## src/rtl/nrzi_framer.sv

```systemverilog
// nrzi_framer: hunts for a 16-bit sync word in a decoded NRZI bit stream, then
// assembles FRAME_BYTES bytes (LSB first) and reports frame boundaries.
// Optional build macro: NRZI_FRAMER_CRC_EN makes the final byte of each frame
// a CRC-8 (poly 0x07, init 0x00) checked against the preceding payload bits.
module nrzi_framer #(
   parameter logic [15:0] SYNC_WORD   = 16'hD391,
   parameter int unsigned FRAME_BYTES = 16
) (
   input  logic       refclk,
   input  logic       reset,
   input  logic       bit_stb,
   input  logic       bit_in,
   input  logic       loss,
   output logic [7:0] data,
   output logic       data_valid,
   output logic       frame_start,
   output logic       frame_end,
   output logic       frame_err,
   output logic       locked
);

   localparam int unsigned SHIFT_W    = 16;
   localparam int unsigned BYTE_W     = 8;
   localparam int unsigned BIT_CNT_W  = 3;
   localparam int unsigned BYTE_CNT_W = 8;
   localparam logic [BYTE_CNT_W-1:0] LAST_IDX = BYTE_CNT_W'(FRAME_BYTES - 1);

   typedef enum logic {HUNT, LOCKED} state_t;

   state_t                  state_q, state_d;
   logic                    stb_q;
   logic [SHIFT_W-1:0]      shift_q, shift_d;
   logic [BIT_CNT_W-1:0]    bit_cnt_q, bit_cnt_d;
   logic [BYTE_CNT_W-1:0]   byte_cnt_q, byte_cnt_d;
   logic [BYTE_W-1:0]       byte_q, byte_d;
   logic [BYTE_W-1:0]       data_d;
   logic                    data_valid_d, frame_start_d, frame_end_d, frame_err_d, locked_d;
   logic                    accept_c;
   logic [SHIFT_W-1:0]      shift_next_c;
   logic [BYTE_W-1:0]       byte_next_c;
`ifdef NRZI_FRAMER_CRC_EN
   logic [BYTE_W-1:0]       crc_q, crc_d;
   logic [BYTE_W-1:0]       crc_step_c;
`endif

   // Bit acceptance on the rising edge of the strobe, plus candidate shift values
   always_comb begin
      accept_c     = bit_stb & ~stb_q;
      shift_next_c = {shift_q[SHIFT_W-2:0], bit_in};
      byte_next_c  = {bit_in, byte_q[BYTE_W-1:1]};
`ifdef NRZI_FRAMER_CRC_EN
      crc_step_c   = {crc_q[BYTE_W-2:0], 1'b0} ^ ((crc_q[BYTE_W-1] ^ bit_in) ? 8'h07 : 8'h00);
`endif
   end

   // Next-state and output decode; loss always takes priority over a bit
   always_comb begin
      state_d       = state_q;
      shift_d       = shift_q;
      bit_cnt_d     = bit_cnt_q;
      byte_cnt_d    = byte_cnt_q;
      byte_d        = byte_q;
      data_d        = data;
      data_valid_d  = 1'b0;
      frame_start_d = 1'b0;
      frame_end_d   = 1'b0;
      frame_err_d   = 1'b0;
`ifdef NRZI_FRAMER_CRC_EN
      crc_d         = crc_q;
`endif
      case (state_q)
         HUNT: begin
            if (loss) begin
               shift_d = '0;
            end else if (accept_c) begin
               shift_d = shift_next_c;
               if (shift_next_c == SYNC_WORD) begin
                  state_d       = LOCKED;
                  frame_start_d = 1'b1;
                  shift_d       = '0;
                  bit_cnt_d     = '0;
                  byte_cnt_d    = '0;
`ifdef NRZI_FRAMER_CRC_EN
                  crc_d         = '0;
`endif
               end
            end
         end
         LOCKED: begin
            if (loss) begin
               state_d     = HUNT;
               frame_err_d = 1'b1;
               shift_d     = '0;
               bit_cnt_d   = '0;
               byte_cnt_d  = '0;
            end else if (accept_c) begin
               byte_d    = byte_next_c;
               bit_cnt_d = bit_cnt_q + BIT_CNT_W'(1);
`ifdef NRZI_FRAMER_CRC_EN
               if (byte_cnt_q != LAST_IDX) begin
                  crc_d = crc_step_c;
               end
`endif
               if (bit_cnt_q == BIT_CNT_W'(7)) begin
                  data_d       = byte_next_c;
                  data_valid_d = 1'b1;
                  byte_cnt_d   = byte_cnt_q + BYTE_CNT_W'(1);
                  if (byte_cnt_q == LAST_IDX) begin
                     state_d     = HUNT;
                     frame_end_d = 1'b1;
                     shift_d     = '0;
                     bit_cnt_d   = '0;
                     byte_cnt_d  = '0;
`ifdef NRZI_FRAMER_CRC_EN
                     frame_err_d = (byte_next_c != crc_q);
`endif
                  end
               end
            end
         end
         default: state_d = HUNT;
      endcase
      locked_d = (state_d == LOCKED);
   end

   // State and output registers with synchronous reset
   always_ff @(posedge refclk) begin
      if (reset) begin
         state_q     <= HUNT;
         stb_q       <= 1'b0;
         shift_q     <= '0;
         bit_cnt_q   <= '0;
         byte_cnt_q  <= '0;
         byte_q      <= '0;
         data        <= 8'h00;
         data_valid  <= 1'b0;
         frame_start <= 1'b0;
         frame_end   <= 1'b0;
         frame_err   <= 1'b0;
         locked      <= 1'b0;
`ifdef NRZI_FRAMER_CRC_EN
         crc_q       <= '0;
`endif
      end else begin
         state_q     <= state_d;
         stb_q       <= bit_stb;
         shift_q     <= shift_d;
         bit_cnt_q   <= bit_cnt_d;
         byte_cnt_q  <= byte_cnt_d;
         byte_q      <= byte_d;
         data        <= data_d;
         data_valid  <= data_valid_d;
         frame_start <= frame_start_d;
         frame_end   <= frame_end_d;
         frame_err   <= frame_err_d;
         locked      <= locked_d;
`ifdef NRZI_FRAMER_CRC_EN
         crc_q       <= crc_d;
`endif
      end
   end

endmodule
```

## config.mk

```make
export PLATFORM = sky130hd
export DESIGN_NAME = nrzi_framer
export DESIGN_NICKNAME = d
export VERILOG_FILES = /design/src/rtl/nrzi_framer.sv
export SDC_FILE = /design/constraint.sdc
export NUM_CORES = 1
export LEC_CHECK = 0
export CAP_MARGIN = 10
export CELL_PAD_IN_SITES_DETAIL_PLACEMENT = 2
export CELL_PAD_IN_SITES_GLOBAL_PLACEMENT = 2
export CORE_MARGIN = 2
export CORE_UTILIZATION = 35
export DETAILED_ROUTE_END_ITERATION = 8
export HOLD_SLACK_MARGIN = 0.12
export PLACE_DENSITY_LB_ADDON = 0.1
export SYNTH_ARGS = -nofsm -noshare
export SYNTH_HDL_FRONTEND = slang
export SYNTH_SLANG_ARGS = --single-unit
```

## constraint.sdc

```tcl
create_clock -name refclk -period 2.5 [get_ports refclk]
set_input_delay 0.375 -clock refclk [delete_from_list [all_inputs] [get_ports refclk]]
set_output_delay 0.375 -clock refclk [all_outputs]
set_load 0.05 [all_outputs]
```

==> impl_metrics.py <==
metrics = {
    "power_and_ir_drop": {
        "p_leak_nw": 0.815,
        "power_density_mw_per_mm2": 581,
        "p_int_mw": 1.06,
        "power_switching_mw": 0.269,
        "comb_power_share": 0.038,
        "p_sw_frac": 0.202,
        "vdd_drop_max_mv": 0.367,
        "p_seq_frac": 0.564,
        "power.share.clock": 0.397,
    },
    "clock_network": {
        "cts_resized": 0,
        "clockRootBuffer": "clkbuf_8",
        "clock_path_buffers": 2,
        "h-tree-depth": 2,
        "cts_buffers": 5,
        "clock_sinks": 47,
        "cts_setup_buffers": 0,
        "clk_latency_ns": 0.29,
        "cts_tree": "done",
        "hold_buffers": 0,
        "path_clk_slew_ns": 0.08,
    },
    "worst_setup_path": {
        "worst_setup_path_end_kind": "output pin",
        "crit_path_start_kind": "flip-flop",
        "cp_max_fo": 8,
        "worst-endpoint-required_ns": 2.12,
        "slowest_stage": "clkdlybuf4s50_1",
        "crit_type": "flip-flop to output pin",
        "crit_path_cell_trace": "clkdlybuf4s50_1",
        "crit_arrival_ns": 1.67,
        "path_buf_inv": 1,
        "critPathMaxStageDelay_ns": 0.87,
        "cp_top_family": "buffers and inverters",
    },
    "logic_synthesis": {
        "netlist.area_leader.share": 0.485,
        "synth.largest_area_cell": "dfxtp_1",
        "synth_fp_nets": 207,
        "ys_top_cells_by_count": "dfxtp_1, nand2_1, a21oi_1",
        "yosysWarnings": 0,
        "netlist-cell-type-count": 44,
        "ys.flop_type": "dfxtp_1",
        "postSynthCellCount": 199,
        "async_reset_ff_frac": 0,
        "synth_most_common_cell": "dfxtp_1",
        "synth_edf_count": 0,
        "avgSynthCellArea_um2": 9.75,
        "seq_area_frac_synth": 0.485,
        "ys_ff_latch": 47,
        "synth.area.top_cells": "dfxtp_1, a32o_1, nand2_1",
        "synth_area_mm2": 0.00194,
    },
    "timing": {
        "tightest_slew_ns": 0.509,
        "maxClockFrequency_mhz": 489,
        "relSlewSlack": 0.660,
        "worst_clock_skew_ns": 0.00594,
        "min_period_ns": 2.04,
        "rsz0062_at_grt": "no",
        "period_share": 0.818,
        "finalSetupViolations": 0,
        "finalHoldViolations": 0,
        "drv_slew": 0,
        "setup_tns_ns": 0,
    },
    "cells_and_area": {
        "stdcell_count": 290,
        "drive_above_1_share": 0.110,
        "regArea_um2": 941,
        "multiInputGateArea_um2": 928,
        "fin_area_mm2": 0.00229,
        "diodes": 0,
        "area_delta_synth_final_pct": 17.9,
        "utilization": 0.421,
        "fin_nets": 226,
        "fillers": 604,
    },
    "floorplan": {
        "dieArea_mm2": 0.00616,
        "fp.dieH_um": 78.5,
        "ios": 18,
        "rows": 27,
        "start_util": 0.357,
        "coreArea_mm2": 0.00544,
        "die_w_um": 78.5,
    },
    "global_routing": {
        "grt_overflow_total": 0,
        "first_global_vias": 1547,
        "grt_use_total": 0.159,
        "grt_max_degree": 25,
        "grt_first_pass_wirelength_um": 7600,
        "antenna_found_initial": 0,
    },
    "detailed_routing": {
        "num_vias": 1543,
        "first_pass_iters": 4,
        "vias_per_cell": 5.32,
        "routed_wl_um": 4520,
        "drc_errors": 0,
        "ant_nets": 0,
        "drt-initial-drc-count": 77,
        "wl_per_cell_um": 15.6,
    },
    "worst_hold_path": {
        "min_path_type": "flip-flop to flip-flop",
    },
    "placement": {
        "place_area_mm2": 0.00219,
        "io_buffers": 17,
        "place_inst": 283,
        "gp_congestion": 0.698,
        "dpl.hpwl_um": 3340,
    },
    "run_status": {
        "outcome": "finished, final reports clean",
    },
    "job": {
        "cap_violations": 0,
    },
}
[routing by layer]
| layer | track usage | wire length, um |
|---|---|---|
| met1 | 0.202 | 2150 |
| met5 | 0 | 0 |
| met4 | 0.0421 | 46 |
| met2 | 0.263 | 2200 |
| met3 | 0.0471 | 122 |
[worst paths after layout]
check / startpoint / to / slack, ns / depth (start not counted)
worst max-delay path: state_q / locked / 0.46 / 1
worst min-delay path: data[6] / data[6] / 0.46 / 2
worst min register to register: data[6] / data[6] / 0.46 / 2
worst max register to register: shift_q[1] / byte_cnt_q[6] / 0.48 / 5
[flip-flops by register name, indices dropped and copies added, names as in the netlist]
signal and cells:
shift_q 15, byte_cnt_q 8, data 8, byte_q 7, bit_cnt_q 3, data_valid 1
frame_end 1, frame_err 1, frame_start 1, state_q 1, stb_q 1
[per-stage QoR]
stage               worst slack, ns  power (mW)  hold WS [ns]
floorplan                     0.540       0.801         0.437
global placement              0.297       0.818         0.444
detailed placement            0.211       0.821         0.455
CTS                           0.411        1.36         0.467
global route                  0.297        1.39         0.486
finish                        0.456        1.33         0.462
[power by group through the flow]
stage | combinational [mW] | sequential, mW | clock, mW
after floorplan | 0.0328 | 0.768 | 0
after global placement | 0.0490 | 0.769 | 0
after detailed placement | 0.0517 | 0.769 | 0
after CTS | 0.0516 | 0.751 | 0.555
after global routing | 0.0558 | 0.752 | 0.587
final | 0.0508 | 0.751 | 0.529
[logic make-up after synthesis]
family                     after synthesis  share of synthesized area
AOI/OAI and AO/OA                       54                      0.204
adders and majority gates                3                     0.0193
buffers and inverters                   13                     0.0367
DFF                                     47                      0.485
muxes                                    4                     0.0213
and+or+nand+nor                         78                      0.233
[layout by cell type, fill, tap and decap left out, drive strengths merged]
cell and count:
a22o 1, a32o 15, nand3 12, clkdlybuf4s50 17, nor2 12, inv 1, or4b 2, buf 7
and2b 1, o21ai 9, bufinv 1, a21oi 19, nor4 2, nand4bb 1, nand2 31, nand4b 1
and2 3, nor4b 1, mux2 1, nand3b 1, dfxtp 47, o21a 1, nor2b 2, and3 2
ha 3, or4 1, clkbuf 6, a31oi 4, a22oi 1, nand2b 2, a21o 1, a211oi 3
and3b 1, mux2i 3, nand4 3
[cell type report]
type / instances / area share
Clock buffer: 6 / 0.0317
Clock inverter: 1 / 0.0131
Inverter: 1 / 0.00164
Multi-Input combinational cell: 139 / 0.406
Sequential cell: 47 / 0.411
Tap cell: 72 / 0.0394
Timing Repair Buffer: 24 / 0.0973
[tightest hold or removal path: stages, from the launching register on]
cell     delay [ns]
dfxtp_1        0.31
nand2_1        0.05
a21oi_1        0.05
Power figures use the tool's default switching activity.
